### src/rtl/line_shift_ctrl.sv
// Sequencing controller that turns a single-clock line FIFO into a one-line pixel delay.
// Latency: fifo_wr_en/fifo_wr_data/fifo_rd_en are combinational; pixel outputs lag i_de by exactly 1 cycle.
// Backpressure: none, so 1 pixel/clk with gaps anywhere; FIFO full/empty misuse is flagged on o_err, never stalled.
//
// Build option: define LINE_SHIFT_ERR_EN to build the sticky error detector; otherwise o_err is tied 0.
//
// Ports:
//   clk, rst                      single clock, synchronous active-high reset (shared with the FIFO)
//   i_vs, i_de, i_data            frame-start pulse, pixel valid, pixel
//   fifo_wr_en, fifo_wr_data      FIFO write side (combinational)
//   fifo_rd_en                    FIFO read strobe (combinational); fifo_rd_data valid one cycle later
//   fifo_rd_data, fifo_wr_full,
//   fifo_rd_empty                 FIFO read data and status
//   o_de, o_data_cur, o_col,
//   o_row, o_prev_valid           registered current-pixel outputs
//   o_data_prev                   previous-line pixel, passed straight through from fifo_rd_data
//   o_err                         sticky error flag
module line_shift_ctrl #(
  parameter int DATA_WIDTH = 8,
  parameter int LINE_WIDTH = 1920,
  parameter int CNT_WIDTH  = 12
) (
  input  logic                  clk,
  input  logic                  rst,
  input  logic                  i_vs,
  input  logic                  i_de,
  input  logic [DATA_WIDTH-1:0] i_data,
  output logic                  fifo_wr_en,
  output logic [DATA_WIDTH-1:0] fifo_wr_data,
  output logic                  fifo_rd_en,
  input  logic [DATA_WIDTH-1:0] fifo_rd_data,
  input  logic                  fifo_wr_full,
  input  logic                  fifo_rd_empty,
  output logic                  o_de,
  output logic [DATA_WIDTH-1:0] o_data_cur,
  output logic [DATA_WIDTH-1:0] o_data_prev,
  output logic                  o_prev_valid,
  output logic [CNT_WIDTH-1:0]  o_col,
  output logic [CNT_WIDTH-1:0]  o_row,
  output logic                  o_err
);

  typedef enum logic [1:0] {
    IDLE  = 2'd0,
    DRAIN = 2'd1,
    FILL  = 2'd2,
    RUN   = 2'd3
  } state_t;

  localparam logic [CNT_WIDTH-1:0] COL_LAST = CNT_WIDTH'(LINE_WIDTH - 1);
  localparam logic [CNT_WIDTH-1:0] ROW_MAX  = '1;

  state_t                  state_q;
  logic [CNT_WIDTH-1:0]    col_q, col_d;
  logic [CNT_WIDTH-1:0]    row_q, row_d;
  logic                    o_de_q;
  logic [DATA_WIDTH-1:0]   o_data_cur_q;
  logic                    o_prev_valid_q;
  logic [CNT_WIDTH-1:0]    o_col_q;
  logic [CNT_WIDTH-1:0]    o_row_q;
  logic                    pix_acc;
  logic                    in_line;

  // A pixel is only taken while a line is being built or delayed; a
  // simultaneous i_vs wins and silently drops it.
  assign in_line = (state_q == FILL) || (state_q == RUN);
  assign pix_acc = i_de && !i_vs && in_line;

  assign fifo_wr_en   = pix_acc;
  assign fifo_wr_data = pix_acc ? i_data : '0;
  // DRAIN throws away whatever the previous frame left behind; RUN pops the
  // pixel one line back in lock-step with the push, so occupancy stays at
  // LINE_WIDTH between pixels.
  assign fifo_rd_en   = (state_q == DRAIN) ? !fifo_rd_empty
                                           : (pix_acc && (state_q == RUN));

  always_comb begin
    col_d = col_q;
    row_d = row_q;
    if ((state_q == DRAIN) && fifo_rd_empty) begin
      col_d = '0;
      row_d = '0;
    end else if (pix_acc) begin
      if (col_q == COL_LAST) begin
        col_d = '0;
        if (row_q != ROW_MAX) begin
          row_d = row_q + CNT_WIDTH'(1);
        end
      end else begin
        col_d = col_q + CNT_WIDTH'(1);
      end
    end
  end

  always_ff @(posedge clk) begin
    if (rst) begin
      state_q        <= IDLE;
      col_q          <= '0;
      row_q          <= '0;
      o_de_q         <= 1'b0;
      o_data_cur_q   <= '0;
      o_prev_valid_q <= 1'b0;
      o_col_q        <= '0;
      o_row_q        <= '0;
    end else begin
      col_q <= col_d;
      row_q <= row_d;

      // One register stage so the current pixel lines up with fifo_rd_data.
      o_de_q         <= pix_acc;
      o_prev_valid_q <= pix_acc && (state_q == RUN);
      if (pix_acc) begin
        o_data_cur_q <= i_data;
        o_col_q      <= col_q;
        o_row_q      <= row_q;
      end

      if (i_vs && (state_q != DRAIN)) begin
        state_q <= DRAIN;
      end else begin
        case (state_q)
          IDLE:    state_q <= IDLE;
          DRAIN:   if (fifo_rd_empty) state_q <= FILL;
          FILL:    if (pix_acc && (col_q == COL_LAST)) state_q <= RUN;
          RUN:     state_q <= RUN;
          default: state_q <= IDLE;
        endcase
      end
    end
  end

  assign o_de         = o_de_q;
  assign o_data_cur   = o_data_cur_q;
  assign o_prev_valid = o_prev_valid_q;
  assign o_col        = o_col_q;
  assign o_row        = o_row_q;
  // Only meaningful in the cycle after a RUN read; forced to 0 otherwise so
  // row 0 and idle cycles never expose leftover FIFO data.
  assign o_data_prev  = o_prev_valid_q ? fifo_rd_data : '0;

`ifdef LINE_SHIFT_ERR_EN
  logic err_q;
  logic err_evt;

  // The offending access is still issued; this only records that it happened.
  assign err_evt = (fifo_wr_en && fifo_wr_full) ||
                   ((state_q == RUN) && fifo_rd_en && fifo_rd_empty) ||
                   ((state_q == DRAIN) && i_de && !i_vs);

  always_ff @(posedge clk) begin
    if (rst) begin
      err_q <= 1'b0;
    end else if (err_evt) begin
      err_q <= 1'b1;
    end
  end

  assign o_err = err_q;
`else
  logic unused_err_inputs;
  assign unused_err_inputs = fifo_wr_full;
  assign o_err = 1'b0;
`endif

endmodule

### config.mk
export PLATFORM = sky130hd
export DESIGN_NAME = line_shift_ctrl
export DESIGN_NICKNAME = d
export VERILOG_FILES = /design/src/rtl/line_shift_ctrl.sv
export SDC_FILE = /design/constraint.sdc
export NUM_CORES = 1
export LEC_CHECK = 0
export CORE_MARGIN = 2
export CORE_UTILIZATION = 40
export DETAILED_ROUTE_END_ITERATION = 12
export PLACE_DENSITY = 0.8
export SLEW_MARGIN = 10
export SYNTH_ARGS = -nofsm -noshare
export SYNTH_HDL_FRONTEND = slang
export SYNTH_SLANG_ARGS = --single-unit
### constraint.sdc
create_clock -name clk -period 4.2 [get_ports clk]
set_clock_uncertainty 0.15 [all_clocks]
set_input_delay 0.42 -clock clk [delete_from_list [all_inputs] [get_ports clk]]
set_output_delay 0.42 -clock clk [all_outputs]
set_load 0.005 [all_outputs]
==> metrics.yaml <==
status: "finished, final reports clean"
die_y_um: 83.0
die-area_mm2: 0.00688
cp.required_ns: 3.63
dp_hpwl_um: 4230
grtUsageTotal_pct: 17.8
clk_pin_slew_ns: 0.06
grt_pass1_wl_um: 10200
path_max_fanout: 37
nNetsFinal: 403
fin_tns_setup_ns: 0
cts_resized: 0
overflow: 0
dp_slack_ns: 1.27
maxSlewViolCount: 0
port_buffers: 72
drt_iter0_drc: 168
seq_area_mm2: 0.00120
maxCapViolations: 0
ys.warnings.count: 0
setup_ws_ns: 1.28
placementRows: 28
hold_ws_ns: 0.302
r2r_start: "col_q[0]"
synth_largest_area_cell: "dfxtp_1"
wl_per_cell_um: 13.0
rsz0062_at_grt: "false"
hp-start: "o_row[7]"
first_pass_iters: 4
yosysTopAreaCellShare_pct: 48.2
period_needed_ns: 2.92
clockBufferDepth: 2
antenna_found_initial: 0
syn_to_final_growth_pct: 37.7
syn_avg_cell_area_um2: 8.04
grt_max_degree: 43
ys.flop_type: "dfxtp_1"
die_w_um: 83.0
core_area_mm2: 0.00596
grt_pass1_vias: 2210
cts_sinks: 60
synth_area_mm2: 0.00249
finalSetupViolations: 0
clk_latency_ns: 0.33
synth_fp_nets: 334
rrSetupSlack_ns: 1.83
power.leakage_uw: 0.00118
max_clock_freq_mhz: 343
reg2reg_to: "row_q[4]"
endpoint_kind: "output port"
slew_headroom_pct: 50.6
antenna_left: 0
diodes: 0
worstSetupPathType: "in -> out"
rr_worst_depth: 5
async_reset_ff_share_pct: 0
ys_seq_area_share_pct: 48.2
cts_buffers: 9
start_util_pct: 41.9
whs_path_depth: 2
cp.arrival_ns: 2.35
postCtsSetupRepairBufs: 0
drc: 0
ys_top_cells_by_area: "dfxtp_1 48%, nand2_1 11%, a21oi_1 9.2%, and2_1 2.5%, xnor2_1 2.5%"
multi_input_area_mm2: 0.00118
layout-drive-gt1-share_pct: 4.43
ys_ff_latch: 60
peakVddDrop_v: 0.000210
h-tree-depth: 3
cts_tree: "done"
io_pins: 75
n_fill_cell: 528
syn_inst: 310
finalCritPeriodShare_pct: 69.4
ctsHoldBuffers: 0
cts_root_buffer: "clkbuf_8"
avgViaCountPerCell: 5.21
ys_types: 36
startpoint_type: "primary input"
hold_viol: 0
gp_congestion: 0.871
drt_wl_total_um: 5980
tightest_slew_ns: 0.735
final_common_cell: "nand2_1"
p_per_area_mw_per_mm2: 319
hold_class: "reg -> reg"
layout_common_cells: "75 x nand2_1, 72 x clkdlybuf4s50_1, 60 x dfxtp_1"
synth_edf_count: 0
min_to: "o_row[7]"
vias: 2390
==> metrics by stage <==
stage               power, uW  instances  instance area [um2]  utilization [%]
finish                   1100        459                 3430             57.7
global route             1140        459                 3430             57.7
CTS                      1110        459                 3430             57.6
detailed placement        634        443                 3250             54.6
global placement          633        443                 3250             54.6
floorplan                 604        310                 2490                -
==> synth_stat cells, types with 4 or more instances <==
| cell type | instances |
|---|---|
| nand2_1 | 75 |
| dfxtp_1 | 60 |
| a21oi_1 | 46 |
| nor2_1 | 15 |
| inv_1 | 12 |
| and2_1 | 10 |
| clkbuf_1 | 10 |
| o31ai_1 | 8 |
| or4_1 | 8 |
| nand4_1 | 7 |
| xnor2_1 | 7 |
| nand3_1 | 6 |
| nor3_1 | 5 |
| buf_1 | 4 |
| nor4_1 | 4 |
| or3_1 | 4 |
==> sequential cells by signal, summed over array words and instances (netlist names) <==
register / cells
col_q: 12
o_col: 12
o_row: 12
row_q: 12
o_data_cur: 8
state_q: 2
o_de: 1
o_prev_valid: 1
==> worst max-delay path, stage by stage <==
cell	delay [ns]
clkdlybuf4s50_1	0.46
nand3b_1	0.22
inv_2	0.48
nand2_1	0.19
inv_1	0.08
clkdlybuf4s50_1	0.49
==> where the power goes <==
part	switching (uW)	total, uW	internal, uW
sequential	2.32	574	572
clock	201	475	274
combinational	22.1	47.1	25.0
==> metal layers <==
metal | global-route usage [%] | wire [um] | share of wire, %
met4 | 8.64 | 122 | 2.0
met5 | 0 | 0 | 0
met3 | 3.38 | 341 | 5.7
met2 | 29.7 | 2870 | 48
met1 | 22.0 | 2640 | 44
==> kinds of logic after synthesis <==
logic type | synth area share, %
adders and majority gates | 1.00
xor gates and xnor gates | 3.16
DFF | 48.2
other | 0.150
AOI/OAI and AO/OA | 13.8
and+or+nand+nor | 28.4
buffers and inverters | 4.82
muxes | 0.401
==> how the worst max path moves through the flow <==
stage	start	to
detailed placement	i_vs	fifo_wr_data[2]
finish	i_vs	fifo_wr_data[2]
global placement	i_vs	fifo_rd_en
global route	i_vs	fifo_wr_data[7]
CTS	i_vs	fifo_wr_data[2]
floorplan	col_q[0]	row_q[5]
==> final cells by class <==
class                      instances  area share, %
clock inverter                     2           1.02
multi-input combinational        221           34.3
clock buffer                      14           4.15
sequential                        60           35.0
timing repair buffer              74           21.4
inverter                          13           1.42
tap                               75           2.73
Power figures use the tool's default switching activity.
